===== src/rtl/key_filter_pkg.sv =====
// Shared definitions for the push-button conditioner: channel count,
// 50 MHz timing defaults and the per-channel FSM state encoding.
package key_pkg;

  localparam int unsigned NUM_KEYS = 4;

  // 20 ms debounce and 0.5 s long-press at 50 MHz
  localparam logic [24:0] CNT_MAX_DEF  = 25'd999999;
  localparam logic [24:0] HOLD_MAX_DEF = 25'd24999999;

  typedef enum logic [1:0] {
    IDLE         = 2'd0,
    PRESS_WAIT   = 2'd1,
    PRESSED      = 2'd2,
    RELEASE_WAIT = 2'd3
  } key_state_t;

endpackage


===== src/rtl/key_filter_ch.sv =====
// One key channel: 2-flop synchroniser, debounce FSM with stability counter,
// and long-press timer. All outputs are registered.
module key_filter_ch
  import key_pkg::*;
#(
  parameter logic [24:0] CNT_MAX  = CNT_MAX_DEF,
  parameter logic [24:0] HOLD_MAX = HOLD_MAX_DEF
) (
  input  logic clk50m,
  input  logic rst,
  input  logic key_in,
  output logic key_state,
  output logic key_press,
  output logic key_release,
  output logic key_hold
);

  logic        sync1, sync2;
  key_state_t  state, state_nxt;
  logic [24:0] cnt, cnt_nxt;
  logic [24:0] hold_cnt, hold_cnt_nxt;
  logic        hold_done, hold_done_nxt;
  logic        state_o_nxt, press_nxt, release_nxt, hold_nxt;

  // Synchroniser resets to the released level so reset never looks like a press
  always_ff @(posedge clk50m or negedge rst) begin
    if (!rst) begin
      sync1 <= 1'b1;
      sync2 <= 1'b1;
    end else begin
      sync1 <= key_in;
      sync2 <= sync1;
    end
  end

  always_ff @(posedge clk50m or negedge rst) begin
    if (!rst) begin
      state       <= IDLE;
      cnt         <= '0;
      hold_cnt    <= '0;
      hold_done   <= 1'b0;
      key_state   <= 1'b0;
      key_press   <= 1'b0;
      key_release <= 1'b0;
      key_hold    <= 1'b0;
    end else begin
      state       <= state_nxt;
      cnt         <= cnt_nxt;
      hold_cnt    <= hold_cnt_nxt;
      hold_done   <= hold_done_nxt;
      key_state   <= state_o_nxt;
      key_press   <= press_nxt;
      key_release <= release_nxt;
      key_hold    <= hold_nxt;
    end
  end

  always_comb begin
    state_nxt = state;
    case (state)
      IDLE: begin
        if (!sync2) state_nxt = PRESS_WAIT;
      end
      PRESS_WAIT: begin
        if (sync2)               state_nxt = IDLE;
        else if (cnt == CNT_MAX) state_nxt = PRESSED;
      end
      PRESSED: begin
        if (sync2) state_nxt = RELEASE_WAIT;
      end
      RELEASE_WAIT: begin
        if (!sync2)              state_nxt = PRESSED;
        else if (cnt == CNT_MAX) state_nxt = IDLE;
      end
      default: state_nxt = IDLE;
    endcase
  end

  // Counter and pulse updates; hold_cnt only advances while in PRESSED,
  // including the cycle that leaves it, and is frozen across release glitches.
  always_comb begin
    cnt_nxt       = cnt;
    hold_cnt_nxt  = hold_cnt;
    hold_done_nxt = hold_done;
    state_o_nxt   = key_state;
    press_nxt     = 1'b0;
    release_nxt   = 1'b0;
    hold_nxt      = 1'b0;
    case (state)
      IDLE: begin
        if (!sync2) cnt_nxt = '0;
      end
      PRESS_WAIT: begin
        if (!sync2) begin
          if (cnt == CNT_MAX) begin
            press_nxt     = 1'b1;
            state_o_nxt   = 1'b1;
            hold_cnt_nxt  = '0;
            hold_done_nxt = 1'b0;
          end else begin
            cnt_nxt = cnt + 25'd1;
          end
        end
      end
      PRESSED: begin
        if (hold_cnt != HOLD_MAX) hold_cnt_nxt = hold_cnt + 25'd1;
        if (!hold_done && (hold_cnt == HOLD_MAX - 25'd1)) begin
          hold_nxt      = 1'b1;
          hold_done_nxt = 1'b1;
        end
        if (sync2) cnt_nxt = '0;
      end
      RELEASE_WAIT: begin
        if (sync2) begin
          if (cnt == CNT_MAX) begin
            release_nxt   = 1'b1;
            state_o_nxt   = 1'b0;
            hold_done_nxt = 1'b0;
          end else begin
            cnt_nxt = cnt + 25'd1;
          end
        end
      end
      default: begin
        cnt_nxt = '0;
      end
    endcase
  end

endmodule


===== src/rtl/key_filter.sv =====
// Four-channel push-button conditioner: independent debounced levels plus
// press, release and long-press pulses per key.
module key_filter
  import key_pkg::*;
#(
  parameter logic [24:0] CNT_MAX  = CNT_MAX_DEF,
  parameter logic [24:0] HOLD_MAX = HOLD_MAX_DEF
) (
  input  logic                clk50m,
  input  logic                rst,
  input  logic [NUM_KEYS-1:0] key_in,
  output logic [NUM_KEYS-1:0] key_state,
  output logic [NUM_KEYS-1:0] key_press,
  output logic [NUM_KEYS-1:0] key_release,
  output logic [NUM_KEYS-1:0] key_hold
);

  for (genvar i = 0; i < NUM_KEYS; i++) begin : g_ch
    key_filter_ch #(
      .CNT_MAX  (CNT_MAX),
      .HOLD_MAX (HOLD_MAX)
    ) u_ch (
      .clk50m      (clk50m),
      .rst         (rst),
      .key_in      (key_in[i]),
      .key_state   (key_state[i]),
      .key_press   (key_press[i]),
      .key_release (key_release[i]),
      .key_hold    (key_hold[i])
    );
  end

endmodule


===== config.mk =====
export PLATFORM = sky130hd
export DESIGN_NAME = key_filter
export DESIGN_NICKNAME = d
export VERILOG_FILES = /design/src/rtl/key_filter_pkg.sv /design/src/rtl/key_filter_ch.sv /design/src/rtl/key_filter.sv
export SDC_FILE = /design/constraint.sdc
export NUM_CORES = 1
export LEC_CHECK = 0
export BUFFER_PORTS_ARGS = -buffer_cell sky130_fd_sc_hd__buf_2
export CAP_MARGIN = 15
export CORE_UTILIZATION = 65
export CTS_BUF_LIST = sky130_fd_sc_hd__clkbuf_16
export CTS_CLUSTER_SIZE = 10
export DETAILED_ROUTE_END_ITERATION = 10
export PLACE_DENSITY = 0.86
export SETUP_SLACK_MARGIN = 0.2
export SLEW_MARGIN = 30
export SYNTH_ARGS = -nofsm -noshare
export SYNTH_HDL_FRONTEND = slang
export SYNTH_SLANG_ARGS = --single-unit

===== constraint.sdc =====
create_clock -name clk50m -period 5.2 [get_ports clk50m]
set_input_delay 0.52 -clock clk50m [delete_from_list [all_inputs] [get_ports clk50m]]
set_output_delay 0.52 -clock clk50m [all_outputs]
set_load 0.01 [all_outputs]

==> results.md <==
* Sequential element share of the synthesized area at 44.76%
* Leading area contributor after synthesis: dfrtp_1
* CP Capture Type: flop
* Number of flops mapped to enable cells by yosys at 0
* Rows at 51
* Tmin final at 2787 ps
* Post-CTS Resized at 0
* Port Buffers at 21
* CTS Hold Buffers Added at 0
* Worst hold slack at -13.70 ps
* Critical path required time at 5600 ps
* Share of the synthesized area in the top cell type at 43.17%
* Chip width at 144.6 um
* Clock Sinks at 236
* Distinct cells, synth at 88
* Post-Route WL at 28360 um
* Clk_skew at 11.18 ps
* CP startpoint: g_ch[3].u_ch.state[0]
* Worst VDD drop at 0.2676 mV
* Synth Cell Area at 13220 um^2
* Drt drc at 0
* Post-Syn Nets at 1446
* Setup TNS at 0 ps
* DRT iter0 DRCs at 725
* Drt pass-1 iters at 5
* Total CTS buffers at 28
* Clk root buf: clkbuf_16
* Arr. time, crit path at 3180 ps
* Maximum capacitance violations at 0
* Layout cells sized above 1 at 8.087%
* Setup violators final at 0
* Achievable Freq at 358.8 MHz
* HP Class: in2async
* Fin. max-slew vios at 0
* Global-route wire length before repair at 48560 um
* Status: finished with violations
* ANT cells at 0
* Number of fill cells in the layout at 1438
* Total grt overflow at 0
* DPL Wire Length at 18340 um
* Pwr Density at 302.8 nW/um^2
* Post-synth ARST share at 100.0%
* Crit Path Class: reg2reg
* Die area at 20900 um^2
* Initial Util at 67.02%
* Largest net degree at the start of global routing at 143
* Core area at 19720 um^2
* H-tree levels at 1
* FF-to-FF setup slack at 2410 ps
* Worst setup SP type: flop
* Nets at 1423
* Syn avg cell area at 9.280 um^2
* Drt via density at 6.605
* Clock transition at path regs at 60 ps
* Via count at 11140
* RePlAce Congestion at 0.8659
* RSZ-0062 raised after global routing: false
* Slew HR at 41.04%
* Wire per inst at 16.81 um
* Final period utilization at 53.60%
* Worst r2r src: g_ch[3].u_ch.state[0]
* Vias in the first global route at 10480
* Setup bufs post-CTS at 0
* # IOs at 22
* Gate Count Post-Synth at 1424
* Leakage power at 0.006177 uW
* Ys flop type: dfrtp_1
* Post-synth top cells: dfrtp_1, nor2_1, nand2_1, nand3_1, nand4_1
* Worst Max-Slew Pin Slew at 876.3 ps
* CTS tree: built
* YS warnings at 0
* Worst skew pair latency at 530 ps
* Count leader, synth: dfrtp_1
* Area Growth Syn to Fin at 7.764%
* R2R cell count at 8
* Critical R2R Capture: g_ch[3].u_ch.hold_cnt[18]
* Critical path fanouts, max at 16
* #FFs+latches synth at 236
* Total routing usage reported by global routing at 28.07%
* Synth area leaders: dfrtp_1, nand3_1, nor2_1
* Failing checks: hold timing
* Register Area at 5916 um^2
* Max Root-Sink Buffers at 3
* Die height at 144.6 um
* ANT nets after route at 0
* Multi-input gate area at 6822 um^2
* Antenna violations before repair at 0
* Final Hold Fails at 3
cells in the final DEF (no fill, tap or decap), types with 23 or more instances in the layout:
| cell type | n |
|---|---|
| nor4_1 | 37 |
| nand2_1 | 114 |
| xnor2_1 | 29 |
| o21ai_0 | 63 |
| clkbuf_16 | 29 |
| or3_1 | 29 |
| nand4_1 | 66 |
| xor2_1 | 48 |
| o31ai_1 | 29 |
| nand3_1 | 99 |
| nor3_1 | 40 |
| or4_1 | 24 |
| inv_1 | 47 |
| nor2_1 | 126 |
| and3_1 | 47 |
| dfrtp_1 | 228 |
| and4_1 | 23 |
| a21oi_1 | 51 |
flip-flops by register name, summed over array words and instances, names as in the netlist, named ones only:
signal	count
g_ch.u_ch.key_press	4
g_ch.u_ch.key_hold	4
g_ch.u_ch.cnt	100
g_ch.u_ch.hold_cnt	100
g_ch.u_ch.key_release	4
g_ch.u_ch.state	4
g_ch.u_ch.key_state	4
g_ch.u_ch.sync1	4
g_ch.u_ch.hold_done	4
g_ch.u_ch.sync2	4
logic make-up after synthesis:
family                     Yosys count  share of synthesized area, %
AOI/OAI and AO/OA                  274                         14.34
adders and majority gates           16                         1.515
muxes                               15                         1.174
DFF                                236                         44.76
and+or+nand+nor                    690                         29.04
xor gates and xnor gates            78                         5.169
buffers and inverters              115                         3.995
where the power goes:
group / total (uW) / switching, uW / internal, uW
clock: 1770 / 729 / 1040
sequential: 1920 / 48.7 / 1870
combinational: 621 / 455 / 166
through the flow:
| step | setup WS (ps) | total power [uW] | instances | util [%] | area (um^2) |
|---|---|---|---|---|---|
| final | 2413 | 4313 | 1687 | 72.23 | 14240 |
| after global placement | 2520 | 2536 | 1634 | 67.64 | 13340 |
| after floorplan | 2904 | 2374 | 1424 | - | 13220 |
| after CTS | 2413 | 4336 | 1686 | 72.03 | 14200 |
| after global routing | 2183 | 4501 | 1687 | 72.23 | 14240 |
| after detailed placement | 2425 | 2564 | 1635 | 67.79 | 13370 |
layout make-up:
| type | instances | share of cell area [%] |
|---|---|---|
| Clock buffer | 29 | 5.096 |
| Clock inverter | 22 | 0.7732 |
| Inverter | 30 | 0.8083 |
| Multi-Input combinational cell | 1073 | 47.90 |
| Sequential cell | 236 | 41.54 |
| Tap cell | 265 | 2.328 |
| Timing Repair Buffer | 32 | 1.555 |
layer usage:
| metal | GRT usage, % | wire length [um] | vias to the layer above |
|---|---|---|---|
| met4 | 8.144 | 397 | 0 |
| met5 | 0 | 0 | - |
| met2 | 45.98 | 13560 | 350 |
| met3 | 4.205 | 1549 | 47 |
| li1 | - | - | 5289 |
| met1 | 38.65 | 12860 | 5457 |
how the worst max path moves through the flow:
stage	endpoint	cells past startpoint
2_1_floorplan	g_ch[3].u_ch.hold_cnt[18]	9
3_3_place_gp	g_ch[3].u_ch.hold_cnt[20]	8
3_5_place_dp	g_ch[3].u_ch.hold_cnt[18]	8
4_1_cts	g_ch[3].u_ch.hold_cnt[18]	8
5_1_grt	g_ch[3].u_ch.hold_cnt[18]	8
6_report	g_ch[3].u_ch.hold_cnt[18]	8
worst max-delay path, cell delays in order, from the launching register on:
cell and delay, ps:
dfrtp_1 440, inv_1 110, ha_1 410, buf_4 280
nor4bb_1 220, nand4_1 130, or4_1 470, nand2_1 410
o211ai_1 160
Power figures use the tool's default switching activity.
